`src/rtl/nibble_serial_add_ctrl.sv`:
```
// Nibble-serial add/subtract controller that time-shares one external 4-bit
// ripple-carry adder, LSB nibble first, with a start/busy/done handshake.
module nibble_serial_add_ctrl #(
  parameter int NIBBLES = 4
) (
  input  logic                 clk,
  input  logic                 rst_n,
  input  logic                 start,
  input  logic                 sub,
  input  logic                 cin,
  input  logic [4*NIBBLES-1:0] op_a,
  input  logic [4*NIBBLES-1:0] op_b,
  output logic [3:0]           add_a,
  output logic [3:0]           add_b,
  output logic                 add_cin,
  input  logic [3:0]           add_sum,
  input  logic                 add_cout,
  output logic                 busy,
  output logic                 done,
  output logic [4*NIBBLES-1:0] result,
  output logic                 cout,
  output logic                 ovf
);

  localparam int IW = $clog2(NIBBLES);

  typedef enum logic [1:0] {IDLE, RUN, DONE} state_t;

  state_t                  state;
  logic [NIBBLES-1:0][3:0] a_reg;
  logic [NIBBLES-1:0][3:0] b_reg;
  logic [NIBBLES-1:0][3:0] result_reg;
  logic [IW-1:0]           idx;
  logic                    carry_reg;
  logic                    last_ovf;

  assign result = result_reg;

  // The adder sees the current nibble only while running; it is parked at 0 otherwise.
  always_comb begin
    add_a   = 4'd0;
    add_b   = 4'd0;
    add_cin = 1'b0;
    if (state == RUN) begin
      add_a   = a_reg[idx];
      add_b   = b_reg[idx];
      add_cin = carry_reg;
    end
  end

  // b_reg already holds ~B when subtracting, so one rule covers both modes.
  assign last_ovf = (a_reg[NIBBLES-1][3] == b_reg[NIBBLES-1][3]) &&
                    (add_sum[3] != a_reg[NIBBLES-1][3]);

  always_ff @(posedge clk or negedge rst_n) begin
    if (!rst_n) begin
      state      <= IDLE;
      a_reg      <= '0;
      b_reg      <= '0;
      result_reg <= '0;
      idx        <= '0;
      carry_reg  <= 1'b0;
      busy       <= 1'b0;
      done       <= 1'b0;
      cout       <= 1'b0;
      ovf        <= 1'b0;
    end else begin
      case (state)
        IDLE: begin
          done <= 1'b0;
          if (start) begin
            a_reg      <= op_a;
            b_reg      <= sub ? ~op_b : op_b;
            carry_reg  <= sub ? 1'b1 : cin;
            idx        <= '0;
            result_reg <= '0;
            busy       <= 1'b1;
            state      <= RUN;
          end
        end
        RUN: begin
          result_reg[idx] <= add_sum;
          carry_reg       <= add_cout;
          if (idx == IW'(NIBBLES - 1)) begin
            cout  <= add_cout;
            ovf   <= last_ovf;
            done  <= 1'b1;
            state <= DONE;
          end else begin
            idx <= idx + 1'b1;
          end
        end
        DONE: begin
          done  <= 1'b0;
          busy  <= 1'b0;
          state <= IDLE;
        end
        default: begin
          done  <= 1'b0;
          busy  <= 1'b0;
          state <= IDLE;
        end
      endcase
    end
  end

endmodule
```
`config.mk`:
```
export PLATFORM = sky130hd
export DESIGN_NAME = nibble_serial_add_ctrl
export DESIGN_NICKNAME = d
export VERILOG_FILES = /design/src/rtl/nibble_serial_add_ctrl.sv
export SDC_FILE = /design/constraint.sdc
export NUM_CORES = 1
export LEC_CHECK = 0
export ABC_CLOCK_PERIOD_IN_PS = 1710
export CAP_MARGIN = 0
export CORE_ASPECT_RATIO = 0.75
export CORE_MARGIN = 3
export CORE_UTILIZATION = 44
export CTS_CLUSTER_DIAMETER = 30
export DETAILED_ROUTE_END_ITERATION = 10
export HOLD_SLACK_MARGIN = 0.08
export PLACE_DENSITY = 0.76
export SYNTH_ARGS = -nofsm -noshare
export SYNTH_HDL_FRONTEND = slang
export SYNTH_SLANG_ARGS = --single-unit
```
`constraint.sdc`:
```
create_clock -name clk -period 1.71 [get_ports clk]
set_input_delay 0.342 -clock clk [delete_from_list [all_inputs] [get_ports clk]]
set_output_delay 0.342 -clock clk [all_outputs]
set_load 0.02 [all_outputs]
```
# [After elaboration in Yosys (flattened, before gate mapping)]
# Index checks and enable logic that the tools add are counted.
[word_totals] out_inout_bits=29 input_bits=42 wordCells=67 ff_bits=57
[op_classes] eq_ne=7 addsub=1 n_lt_le_gt_ge=2 n_bitwise=2 n_mux=26 reduce_logical=10
[ops] operator="2-to-1 mux 16 bit" count=2
[ops] operator="case mux 16 bit (2 select lines)" count=1
[ops] operator="2-to-1 mux 4 bit" count=5
[ops] operator="binary-select mux 4 bit (select 2 bit)" count=2
[ops] operator="bitwise mux 16 bit" count=1
[ops] operator="inverter 16 bit" count=1
[ops] operator="AND reduction 2 bit" count=5
[ops] operator="demux 4 bit (select 2 bit)" count=1
[ops] operator="2-to-1 mux 2 bit" count=4
[ops] operator="case mux 2 bit (2 select lines)" count=2
[ops] operator="2-to-1 mux 1 bit" count=6
[ops] operator="!= test 2 bit, second input constant" count=2
[ops] operator="case mux 1 bit (2 select lines)" count=2
[ops] operator="< comparator 2 x 3 -> 1 bit, second input constant" count=1
[ops] operator="AND reduction 3 bit" count=1
[ops] operator="adder 2 x 1 -> 2 bit, second input constant" count=1
[ops] operator="== test 2 x 1 -> 1 bit, second input constant" count=1
[ops] operator="== test 2 bit, second input constant" count=1
[ops] operator="greater-or-equal comparator 2 x 1 -> 1 bit, second input constant" count=1
[ops] operator="logical AND 1 bit" count=2
[ops] operator="zero test 2 bit" count=1
[ops] operator="!= test 2 x 1 -> 1 bit, second input constant" count=1
[ops] operator="nonzero test 2 bit" count=1
[ops] operator="== test 1 bit" count=1
[ops] operator="2 further kinds" count=2

# [Longest topological paths before layout]
[depth] ltp_word=6 mapped_depth=6 depth_no_buf=5

# [Worst setup path before layout]
# OpenSTA, ideal clock, no wires.
[synth_path] kind="reg-to-output" start="reg idx[0]" end="out add_a[3]" t_required_ns=1.368 arrival_time_ns=1.386 slack_ns=-0.018 path_buffers=1 path_stages_with_launch=4 cell_sequence="dfrtp_1 -> buf_2 -> mux4_2 -> and2_1"
[synth_between] elab_chain_cells=3
[synth_rtl] element="from (decl)" line_no="33" source="logic [IW-1:0] idx;"
[synth_rtl] element="from (signal assigned)" line_no="90" source="idx <= idx + 1'b1;"
[synth_rtl] element="binary-select mux 4 bit (select 2 bit)" line_no="45" source="add_a = a_reg[idx];"
[synth_rtl] element="2-to-1 mux 4 bit (implied by the code)" line_no="45"
[synth_rtl] element="2-to-1 mux 4 bit" line_no="44" source="if (state == RUN) begin"
[synth_rtl] element="to (decl)" line_no="13" source="output logic [3:0] add_a,"
# No other way between the ends. The select of a mux whose other input is x is not followed.

# [Worst setup path in the final report]
[layout_path] start="reg idx[0]" end="out add_b[1]"
[layout_between] elab_chain_cells=3
[layout_rtl] element="binary-select mux 4 bit (select 2 bit)" line_no="46" source="add_b = b_reg[idx];"
[layout_rtl] element="2-to-1 mux 4 bit (implied by the code)" line_no="46"
[layout_rtl] element="2-to-1 mux 4 bit" line_no="44"
[layout_rtl] element="to (decl)" line_no="14" source="output logic [3:0] add_b,"
# No other way between the ends. The select of a mux whose other input is x is not followed.

==> results.md <==
- Count of antenna-violating nets left after detailed routing: 0
- Final max-slew violation count: 0
- Drt total wl: 6117 um
- Via-to-Cell Ratio: 5.140
- Number of fill cells: 443
- Slew at the pin closest to its max-slew limit: 304.0 ps
- Count of clock tree sinks: 57
- Worst relative slew slack: 79.73%
- Pre-antenna DRT Iters: 4
- Reg2reg setup slack: 70 ps
- Synth cell types: 28
- HPWL reported at the end of detailed placement: 4101 um
- Launch point of the critical path: idx[0]
- Worst min-delay path class: flop to flop
- Port Buffers: 70
- Worst VDD drop: 0.7761 mV
- Post-synth top area cell: sky130_fd_sc_hd__dfrtp_1
- Capturing point of the worst reg2reg path: result[14]
- Layout cell share with drive strength beyond 1: 30.65%
- Required time at the endpoint of the critical path: 1370 ps
- Worst R2R Path Depth: 6
- Synthesized Nets: 270
- Seq cells post-synth: 57
- Share of the synthesized area in the top cell type: 51.77%
- Fraction of registers with async set/reset: 100.0%
- Most frequent cells after synthesis: sky130_fd_sc_hd__dfrtp_1, sky130_fd_sc_hd__a22o_1, sky130_fd_sc_hd__mux2_2
- Number of warnings issued by yosys: 0
- Post-synthesis xor/xnor area fraction: 5.086%
- Final cell area excluding filler cells: 4058 sq um
- Final period util: 116.1%
- Antenna Cells: 0
- Std-Cell Rows: 24
- Final core utilization: 68.24%
- Number of antenna violations at the first check in global routing: 0
- First-iteration detailed-routing DRC count: 103
- First-pass GRT wire length: 10180 um
- Complex-gate fraction of the synthesized area: 12.49%
- Leakage power total: 1.911 nW
- Endpoint of the most critical setup path: add_b[1]
- Routed wire length per instance: 15.25 um
- Worst Setup End Kind: output pin
- Count of endpoints failing hold in the final timing report: 0
- CP Class: flop to output pin
- Clock tree root driver cell: sky130_fd_sc_hd__clkbuf_8
- Number of enable flip-flop cells after synthesis: 0
- Main combinational cell family by area after synthesis: multiplexers
- Violations in the final reports: setup timing
- TritonCTS Buffers: 9
- Unrepaired setup endpoints after global routing: yes
- Non-Filler Instances: 401
- CTS tree: done
- Startpoint Class: flop
- Status: finished with violations
- Ports placed on the boundary: 71
- Launch instance of the worst register-to-register path: idx[0]
- DIE WIDTH: 97.37 um
- Clock-pin slew reported for the worst setup and hold paths after clock tree synthesis: 60 ps
- Arrival time reported for the critical path endpoint: 1640 ps
- GPL Wtd Cong: 0.7536
- Grt total ovfl: 0
- Largest net degree at the start of global routing: 58
- Fmax achieved: 0.5037 GHz
- Adder-cell share of the synthesized area: 2.271%
- Skew-Pair Late Insertion Delay: 340 ps
- Synthesized area: 2755 sq um
- Final setup violation count: 8
- Syn_area_per_cell: 12.35 sq um
- Ratio of total power to cell area: 1942 nW/um^2
- Share of cell area taken by muxes after synthesis: 15.94%
- Most used flip-flop cell after synthesis: sky130_fd_sc_hd__dfrtp_1
- Via count of the first global-routing pass: 2062
- Number of levels the H-tree was split into: 3
- Number of maximum-capacitance violations: 0
- Area of the core: 5946 sq um
- Global routing usage summed across all routing layers: 18.00%
- Area growth, synth to finish: 47.28%
- Synthesized instance count: 223
- Critical path peak fanout: 5
- Fin nets: 365
- Most frequent cell after synthesis: sky130_fd_sc_hd__dfrtp_1
- Vert. Die Dim: 74.53 um
- Area after DPL: 3674 sq um
- Area enclosed by the die boundary: 7257 sq um
- Setup TNS: -2060 ps
- Initial cell density of the core: 46.34%
- Maximum clock skew at final layout: 7.444 ps
- Proportion of synthesized chip area in sequential cells: 51.77%
- Simple-gate share of the synthesized area: 8.674%
- Cell types with the largest area share after synthesis: sky130_fd_sc_hd__dfrtp_1, sky130_fd_sc_hd__mux2_2, sky130_fd_sc_hd__a22o_1
- Worst Setup Slack, final: -275.2 ps
- Number of vias in the routed layout: 2061
- Number of design rule violations left after detail routing: 0
- Maximum buffer depth of the clock tree: 2
- Minimum clock period: 1985 ps
- Cell Count Post-Placement: 379
worst max-delay path, cell delays in order (launching register included):
cell	delay, ps
sky130_fd_sc_hd__dfrtp_1	380
sky130_fd_sc_hd__buf_6	150
sky130_fd_sc_hd__mux4_2	500
sky130_fd_sc_hd__and2_4	160
sky130_fd_sc_hd__buf_6	120
power by group:
group / internal, W / switching [W]
Clock: 0.00101 / 0.000541
Combinational: 0.00228 / 0.00177
Sequential: 0.00195 / 0.000335
Total: 0.00523 / 0.00265
cells in the final DEF, fill, tap and decap left out, types with 10 or more instances in the layout:
cell	instances
sky130_fd_sc_hd__a22o_1	24
sky130_fd_sc_hd__dfrtp_1	56
sky130_fd_sc_hd__clkbuf_8	10
sky130_fd_sc_hd__a21oi_1	17
sky130_fd_sc_hd__dlymetal6s2s_1	10
sky130_fd_sc_hd__xnor2_1	16
sky130_fd_sc_hd__buf_4	21
sky130_fd_sc_hd__mux2_2	22
sky130_fd_sc_hd__buf_6	10
sky130_fd_sc_hd__nor2_1	18
sky130_fd_sc_hd__clkdlybuf4s50_1	50
cells by family after synthesis:
group | after synthesis
flip-flops | 57
AO/OA/AOI/OAI | 48
AND/OR/NAND/NOR | 45
multiplexers | 31
buffers and inverters | 21
XOR/XNOR | 16
adder cells (fa/ha/maj) | 5
per-layer routing:
metal  GRT usage, %  vias up  part of all wire, %
met2          27.87       55                   47
met1          24.61     1021                   47
met3          5.811        6                  4.9
li1               -      979                    -
met5              0        -                    0
met4          5.530        0                 0.77
stage by stage:
| step | hold WS, ps | setup WS (ps) | power (W) |
|---|---|---|---|
| global placement | 365.2 | -325.4 | 0.005872 |
| global route | 512.3 | -336.9 | 0.008389 |
| detailed placement | 366.4 | -351.4 | 0.005959 |
| CTS | 489.2 | -298.0 | 0.007896 |
| finish | 487.8 | -275.2 | 0.007882 |
| floorplan | 46.41 | 64.50 | 0.004536 |
layout make-up:
type,instances,area (sq um),share of cell area [%]
clock inverters,5,102.6,2.529
flip-flops and latches,57,1428,35.18
well taps,78,97.59,2.405
inverters,7,26.28,0.6475
multi-input cells,145,1281,31.58
repair buffers,98,980.9,24.18
clock buffers,11,141.4,3.484
worst min-delay path by stage:
| stage | end | cells past startpoint | slack (ps) | start |
|---|---|---|---|---|
| after floorplan | a_reg[0] | 0 | 50 | rst_n |
| after global placement | result[2] | 2 | 370 | rst_n |
| after detailed placement | result[0] | 2 | 370 | rst_n |
| after CTS | carry_reg | 2 | 490 | carry_reg |
| after global routing | result[14] | 1 | 510 | result[14] |
| final | carry_reg | 2 | 490 | carry_reg |
repair_timing:
action,CTS,global route
setup endpoints to repair,22,31
endpoints found under the hold margin,57,0
pin swaps,9,1
buffers inserted,5,0
gates resized for setup,67,16
hold buffers,1,0
Note: power is estimated with default switching activity, not from simulation.
